<file path="config.mk">
export PLATFORM = sky130hd
export DESIGN_NAME = seg_display_scheduler
export DESIGN_NICKNAME = d
export VERILOG_FILES = /design/src/rtl/seg_display_scheduler_pkg.sv /design/src/rtl/seg_display_scheduler_bin2bcd_seq.sv /design/src/rtl/seg_display_scheduler.sv
export SDC_FILE = /design/constraint.sdc
export NUM_CORES = 1
export LEC_CHECK = 0
export ABC_AREA = 1
export BUFFER_PORTS_ARGS = -buffer_cell sky130_fd_sc_hd__buf_2
export CORE_ASPECT_RATIO = 1.1
export CORE_UTILIZATION = 34
export DETAILED_ROUTE_END_ITERATION = 10
export PLACE_DENSITY = 0.6
export SLEW_MARGIN = 20
export SYNTH_ARGS = -nofsm -noshare
export SYNTH_HDL_FRONTEND = slang
export SYNTH_SLANG_ARGS = --single-unit
</file>
<file path="constraint.sdc">
create_clock -name clk -period 2.2 [get_ports clk]
set_clock_uncertainty 0.2 [all_clocks]
set_input_delay 0 -clock clk [delete_from_list [all_inputs] [get_ports clk]]
set_output_delay 0 -clock clk [all_outputs]
set_load 0.01 [all_outputs]
</file>
<file path="src/rtl/seg_display_scheduler_pkg.sv">
// Shared display symbols and message modes for the game FSM, this scheduler
// and the 7-segment encoder.
package seg_display_scheduler_pkg;

  typedef enum logic [1:0] {
    MODE_DASH = 2'd0,
    MODE_PLAY = 2'd1,
    MODE_NUM  = 2'd2,
    MODE_HINT = 2'd3
  } mode_t;

  localparam logic [3:0] CODE_P    = 4'd10;
  localparam logic [3:0] CODE_L    = 4'd11;
  localparam logic [3:0] CODE_A    = 4'd12;
  localparam logic [3:0] CODE_Y    = 4'd13;
  localparam logic [3:0] CODE_H    = 4'd14;
  localparam logic [3:0] CODE_DASH = 4'd15;

  localparam logic [6:0] VALUE_MAX = 7'd99;

  // Digit idx (0 = rightmost) of the message described by mode/hint/tens/ones.
  function automatic logic [3:0] digit_code(input mode_t      mode,
                                            input logic       hint_hi,
                                            input logic [3:0] tens,
                                            input logic [3:0] ones,
                                            input logic [1:0] idx);
    logic [15:0] digits;
    case (mode)
      MODE_DASH: digits = {4{CODE_DASH}};
      MODE_PLAY: digits = {CODE_P, CODE_L, CODE_A, CODE_Y};
      MODE_NUM:  digits = {CODE_DASH, CODE_DASH, tens, ones};
      default:   digits = hint_hi ? {CODE_H, 4'd1, tens, ones}
                                  : {CODE_L, 4'd0, tens, ones};
    endcase
    return digits[{idx, 2'b00} +: 4];
  endfunction

endpackage

</file>
<file path="src/rtl/seg_display_scheduler_bin2bcd_seq.sv">
// Sequential 0..99 binary to tens/ones converter: one subtract-by-ten per cycle.
// done is high during the final busy cycle, while tens/ones already hold the result.
import seg_display_scheduler_pkg::*;

module bin2bcd_seq (
  input  logic       clk,
  input  logic       rst,
  input  logic       start,
  input  logic [6:0] value,
  output logic       busy,
  output logic       done,
  output logic [3:0] tens,
  output logic [3:0] ones
);

  logic [6:0] rem;
  logic [3:0] tens_q;
  logic       busy_q;

  // NOTE: sequential state uses non-blocking assignments so every register
  // samples the pre-edge values of the others.
  always_ff @(posedge clk) begin
    if (rst) begin
      busy_q <= 1'b0;
      rem    <= 7'd0;
      tens_q <= 4'd0;
    end else if (!busy_q) begin
      if (start) begin
        rem    <= (value > VALUE_MAX) ? VALUE_MAX : value;
        tens_q <= 4'd0;
        busy_q <= 1'b1;
      end
    end else if (rem >= 7'd10) begin
      rem    <= rem - 7'd10;
      tens_q <= tens_q + 4'd1;
    end else begin
      busy_q <= 1'b0;
    end
  end

  assign busy = busy_q;
  assign done = busy_q && (rem < 7'd10);
  assign tens = tens_q;
  assign ones = rem[3:0];

endmodule

</file>
<file path="src/rtl/seg_display_scheduler.sv">
// Four-digit multiplexed display scheduler: holds the committed message,
// scans the anodes through one shared encoder code and blinks on request.
import seg_display_scheduler_pkg::*;

module seg_display_scheduler #(
  parameter int SCAN_DIV  = 50000,
  parameter int BLINK_DIV = 25000000
) (
  input  logic       clk,
  input  logic       rst,
  input  logic       load,
  input  logic [1:0] mode,
  input  logic [6:0] value,
  input  logic       hint_hi,
  input  logic       blink_en,
  output logic       busy,
  output logic [3:0] code,
  output logic [3:0] an
);

  localparam int SCAN_W  = $clog2(SCAN_DIV);
  localparam int BLINK_W = $clog2(BLINK_DIV);
  localparam logic [SCAN_W-1:0]  SCAN_LAST  = SCAN_W'(SCAN_DIV - 1);
  localparam logic [BLINK_W-1:0] BLINK_LAST = BLINK_W'(BLINK_DIV - 1);

  logic               accept;
  logic               conv_done;
  logic [3:0]         conv_tens;
  logic [3:0]         conv_ones;
  mode_t              pend_mode;
  logic               pend_hint;
  mode_t              disp_mode;
  logic               disp_hint;
  logic [3:0]         disp_tens;
  logic [3:0]         disp_ones;
  logic [SCAN_W-1:0]  scan_cnt;
  logic [1:0]         scan_idx;
  logic [BLINK_W-1:0] blink_cnt;
  logic               blink_on;
  logic [3:0]         code_next;
  logic [3:0]         an_next;

  assign accept = load && !busy;

  bin2bcd_seq u_conv (
    .clk   (clk),
    .rst   (rst),
    .start (accept),
    .value (value),
    .busy  (busy),
    .done  (conv_done),
    .tens  (conv_tens),
    .ones  (conv_ones)
  );

  // Mode and hint wait alongside the conversion so the whole message commits at once.
  always_ff @(posedge clk) begin
    if (rst) begin
      pend_mode <= MODE_DASH;
      pend_hint <= 1'b0;
      disp_mode <= MODE_DASH;
      disp_hint <= 1'b0;
      disp_tens <= 4'd0;
      disp_ones <= 4'd0;
    end else begin
      if (accept) begin
        pend_mode <= mode_t'(mode);
        pend_hint <= hint_hi;
      end
      if (conv_done) begin
        disp_mode <= pend_mode;
        disp_hint <= pend_hint;
        disp_tens <= conv_tens;
        disp_ones <= conv_ones;
      end
    end
  end

  always_ff @(posedge clk) begin
    if (rst) begin
      scan_cnt  <= '0;
      scan_idx  <= 2'd0;
      blink_cnt <= '0;
      blink_on  <= 1'b1;
    end else begin
      if (scan_cnt == SCAN_LAST) begin
        scan_cnt <= '0;
        scan_idx <= scan_idx + 2'd1;
      end else begin
        scan_cnt <= scan_cnt + SCAN_W'(1);
      end
      if (blink_cnt == BLINK_LAST) begin
        blink_cnt <= '0;
        blink_on  <= !blink_on;
      end else begin
        blink_cnt <= blink_cnt + BLINK_W'(1);
      end
    end
  end

  // NOTE: every always_comb output gets a default first so no latch is inferred.
  always_comb begin
    code_next = digit_code(disp_mode, disp_hint, disp_tens, disp_ones, scan_idx);
    an_next   = ~(4'b0001 << scan_idx);
    if (blink_en && !blink_on) an_next = 4'b1111;
  end

  // code and an share one register stage so they always describe the same digit.
  always_ff @(posedge clk) begin
    if (rst) begin
      code <= CODE_DASH;
      an   <= 4'b1111;
    end else begin
      code <= code_next;
      an   <= an_next;
    end
  end

endmodule
</file>
==> summary by stage <==
Yosys
Counting every net in the synthesized netlist gives 561. Of all cell types, the one taking the most synthesized area is sky130_fd_sc_hd__dfxtp_1. The synthesized netlist occupies a cell area of 3830 um^2. The portion of synthesized cell area occupied by the leading cell type is 40.7%. The async set-or-reset flop fraction in the synthesized netlist is 0%. The share of synthesized area occupied by flip-flops and latches is 40.7%.

By area the synthesized netlist is led by sky130_fd_sc_hd__dfxtp_1 41%, sky130_fd_sc_hd__nand2_1 11%, sky130_fd_sc_hd__nor2_1 8.0%. The mean instance size in the synthesized netlist is 7.11 um^2. For this run, the leading register cell type out of synthesis is sky130_fd_sc_hd__dfxtp_1. The register bit count reported by yosys is 78. In this run, distinct cell masters in the synthesized netlist total 35. The count of yosys warnings during synthesis is 0.

Counting flops with a built-in enable in the synthesized netlist gives 0. The instance count of the mapped netlist is 539.

Routing
The number of nets with antenna violations after detailed routing is 0. In the routed layout, each cell is associated on average with a via count of 4.75. Dividing the detail-routed wire length by the instance count gives 11.4 um. The DRC violation total after the first TritonRoute iteration is 132. The first detailed-routing pass ran for 4 iterations.

The routed design has 8300 um of wire. The total DRC errors in the routed layout is 0. The detailed router placed 3472 vias in this run.

Worst setup path
The type of the worst setup path is in2reg. The master of the slowest instance on the critical path is sky130_fd_sc_hd__dlygate4sd3_1. Data on the critical path arrives at its endpoint at 2.03 ns. The peak per-stage delay on the critical path is 0.55 ns. Walking the worst path, the cells encountered are dlygate4sd3_1 > buf_2 > inv_1 > buf_4 > o21ai_0 > a21oi_1 > dlygate4sd3_1.

The worst setup path is captured at a flop. The sort of element at the start of the critical path is a primary input. By instance count, the cell type seen most on the critical path is sky130_fd_sc_hd__dlygate4sd3_1. Of all nets on the critical path, the largest fanout is 24. The setup slack on the worst flop-to-flop path is 0.27 ns.

At the worst endpoint, the required time is 2.28 ns.

Final layout
In the final layout, flip-flops and latches occupy 1560 um^2. The finished cells cover 4560 um^2. The fraction of the core area covered by cells at the end of the flow is 41.6%. The area used by multi-input combinational logic is 1990 um^2.

After the last flow step, the layout net total stands at 602. From synthesis to final layout, the design area changed by 18.9%. The fill cell total of the finished layout is 1109.

The count of inserted antenna diode cells is 0. The fraction of final layout cells sized beyond drive strength 1 is 13.9%.

Power
Combinational logic burns 9.3% of the power. Power spread over the standard cell area amounts to 759 nW/um^2. For this design the static power due to leakage is 1.75 nW. Of the total power, registers draw 44.2%. The worst supply voltage drop on vdd is 0.290 mV. The design internal power is 0.00265 W. The part of the power in the clock network is 46.5%. The switching power summed over all nets is 0.000809 W. The switching portion of total power is 23.4%.

Floorplan
23 I/O pins were placed. The die area is 11700 um^2. In this run the vertical extent of the chip is 113 um.

The floorplan has 40 rows. For this configuration, the core starts out at a cell density of 35.0%. The horizontal extent of the die is 103 um.

The area of the placeable core is 11000 um^2.

Placed design
Buffers placed on the I/O ports in this run total 22. The worst setup slack after placement is 0.329 ns. The congestion estimate from routability-driven global placement came to 0.860. Summed over all nets, the half-perimeter wirelength after detailed placement is 6110 um.

In this run the cell area measured after placement is 4090 um^2.

STA
In this run the tightest slew margin relative to its limit is 66.9%. The max-slew violation count was 0. Setup repair after global routing left no endpoint under its margin. The clock period could shrink to 1.95 ns.

The measured slew at the worst slew-check pin is 0.491 ns. Derived from the worst setup path, the maximum achievable clock frequency is 512 MHz. After layout, the worst setup slack is 0.247 ns. The final-report hold violation count is 0. After routing, the total negative slack on setup checks comes to 0 ns.

The final period utilization is 88.8%. On the final layout, the worst hold slack is 0.0745 ns. Setup violations remaining at the end of the flow were counted as 0.

Clocking
The level count of the clock H-tree is 3. After clock tree synthesis, the clock-pin slew on the worst setup and hold paths is 0.06 ns. The total clock buffers created by CTS is 9. Counting along the longest clock path gives a buffer depth of 2. The clock net in this run drives a total of 78 sinks. The number of resized instances in the post-cts repair step is 0. TritonCTS built the clock tree. Clock tree synthesis selected as its root buffer the cell sky130_fd_sc_hd__clkbuf_16. For the worst-skew pair, the clock arrives at the later sink with an insertion delay of 0.33 ns.

Flow run
The number of violations of the max-capacitance limit is 0.

Global routing
The pin count of the biggest net entering global routing is 26. The first global-routing pass estimated 14500 um of wire. The initial antenna violation count is 0.

The global-route total usage across every layer is 15.7%. The total overflow left after global routing is 0. The via count of the first global-routing pass is 3349.

Status
The run finished with clean final reports.

Hold path
The type of the tightest min-delay check is in2reg.
-- timing repair --
action | in CTS | in global routing
hold endpoints to repair | 22 | 0
hold buffers | 15 | 0
setup buffers | 0 | 0
-- routing by layer --
layer	wire, um	GRT usage, %	vias to the layer above
met1	3920	19.0	1566
li1	-	-	1816
met2	3870	26.4	70
met4	198	7.70	0
met5	0	0	-
met3	316	3.00	20
-- worst paths after layout --
| path | startpoint | to | cells after the start |
|---|---|---|---|
| worst max-delay path | rst | u_conv.rem[0] | 7 |
| worst min-delay path | load | u_conv.tens[3] | 4 |
| worst max register to register | u_conv.busy | u_conv.rem[0] | 6 |
| worst min register to register | blink_on | blink_on | 2 |
-- cell usage in the layout, fill, tap and decap left out, drive strengths merged --
cell type / Yosys / routed
nand2: 124 / 124
nor2: 101 / 101
dfxtp: 78 / 78
inv: 56 / 56
nand3: 49 / 49
a21oi: 37 / 37
o21ai: 28 / 28
buf: 9 / 26
dlygate4sd3: 0 / 15
clkbuf: 2 / 11
nand4: 9 / 9
xor2: 9 / 9
nor3: 9 / 9
ha: 8 / 8
xnor2: 5 / 5
nand3b: 4 / 4
clkinv: 1 / 3
or2: 3 / 3
o21bai: 2 / 2
nor3b: 2 / 2
bufinv: 0 / 2
o311ai: 1 / 1
o221ai: 1 / 1
a31o: 1 / 1
-- sequential cells by signal, indices dropped and copies added (netlist names), 4 cells and up --
name	flops
code	4
u_conv.tens	4
blink_cnt	25
disp_ones	4
disp_tens	4
scan_cnt	16
u_conv.rem	7
an	4
-- synth_stat cells (8+ instances only) --
| master | number |
|---|---|
| sky130_fd_sc_hd__nor2_2 | 15 |
| sky130_fd_sc_hd__nor3_1 | 8 |
| sky130_fd_sc_hd__nand4_1 | 9 |
| sky130_fd_sc_hd__nand3_1 | 44 |
| sky130_fd_sc_hd__nor2_1 | 82 |
| sky130_fd_sc_hd__inv_1 | 52 |
| sky130_fd_sc_hd__o21ai_0 | 28 |
| sky130_fd_sc_hd__nand2_1 | 117 |
| sky130_fd_sc_hd__xor2_1 | 9 |
| sky130_fd_sc_hd__ha_1 | 8 |
| sky130_fd_sc_hd__a21oi_1 | 35 |
| sky130_fd_sc_hd__dfxtp_1 | 78 |
-- cell type report --
class | count | share of cell area [%]
tap | 147 | 4.04
multi-input combinational | 393 | 43.6
sequential | 78 | 34.3
inverter | 57 | 4.69
timing repair buffer | 41 | 6.37
clock inverter | 4 | 1.54
clock buffer | 11 | 5.54
-- worst max-delay path: cells and delay by family --
kind                   cells  cell delay (ns)
buffers and inverters      5             1.77
AOI/OAI and AO/OA          2             0.25
-- logic make-up after synthesis --
logic type	synth area share (%)
compound gates	9.76
flops	40.7
fa+ha+maj	2.61
xor+xnor	3.20
buf+inv	7.50
simple gates	36.2
-- per-stage QoR --
step	std cells	power (W)
3_3_place_gp	701	0.00186
2_1_floorplan	539	0.00178
5_1_grt	731	0.00361
3_5_place_dp	701	0.00186
6_report	731	0.00346
4_1_cts	731	0.00349
-- power by group through the flow --
stage | registers, W | clock network, W | logic (W)
final | 0.00153 | 0.00161 | 0.000322
after CTS | 0.00153 | 0.00164 | 0.000324
after floorplan | 0.00155 | 0 | 0.000225
after detailed placement | 0.00156 | 0 | 0.000300
after global placement | 0.00156 | 0 | 0.000297
after global routing | 0.00154 | 0.00169 | 0.000373
Power figures use the tool's default switching activity.
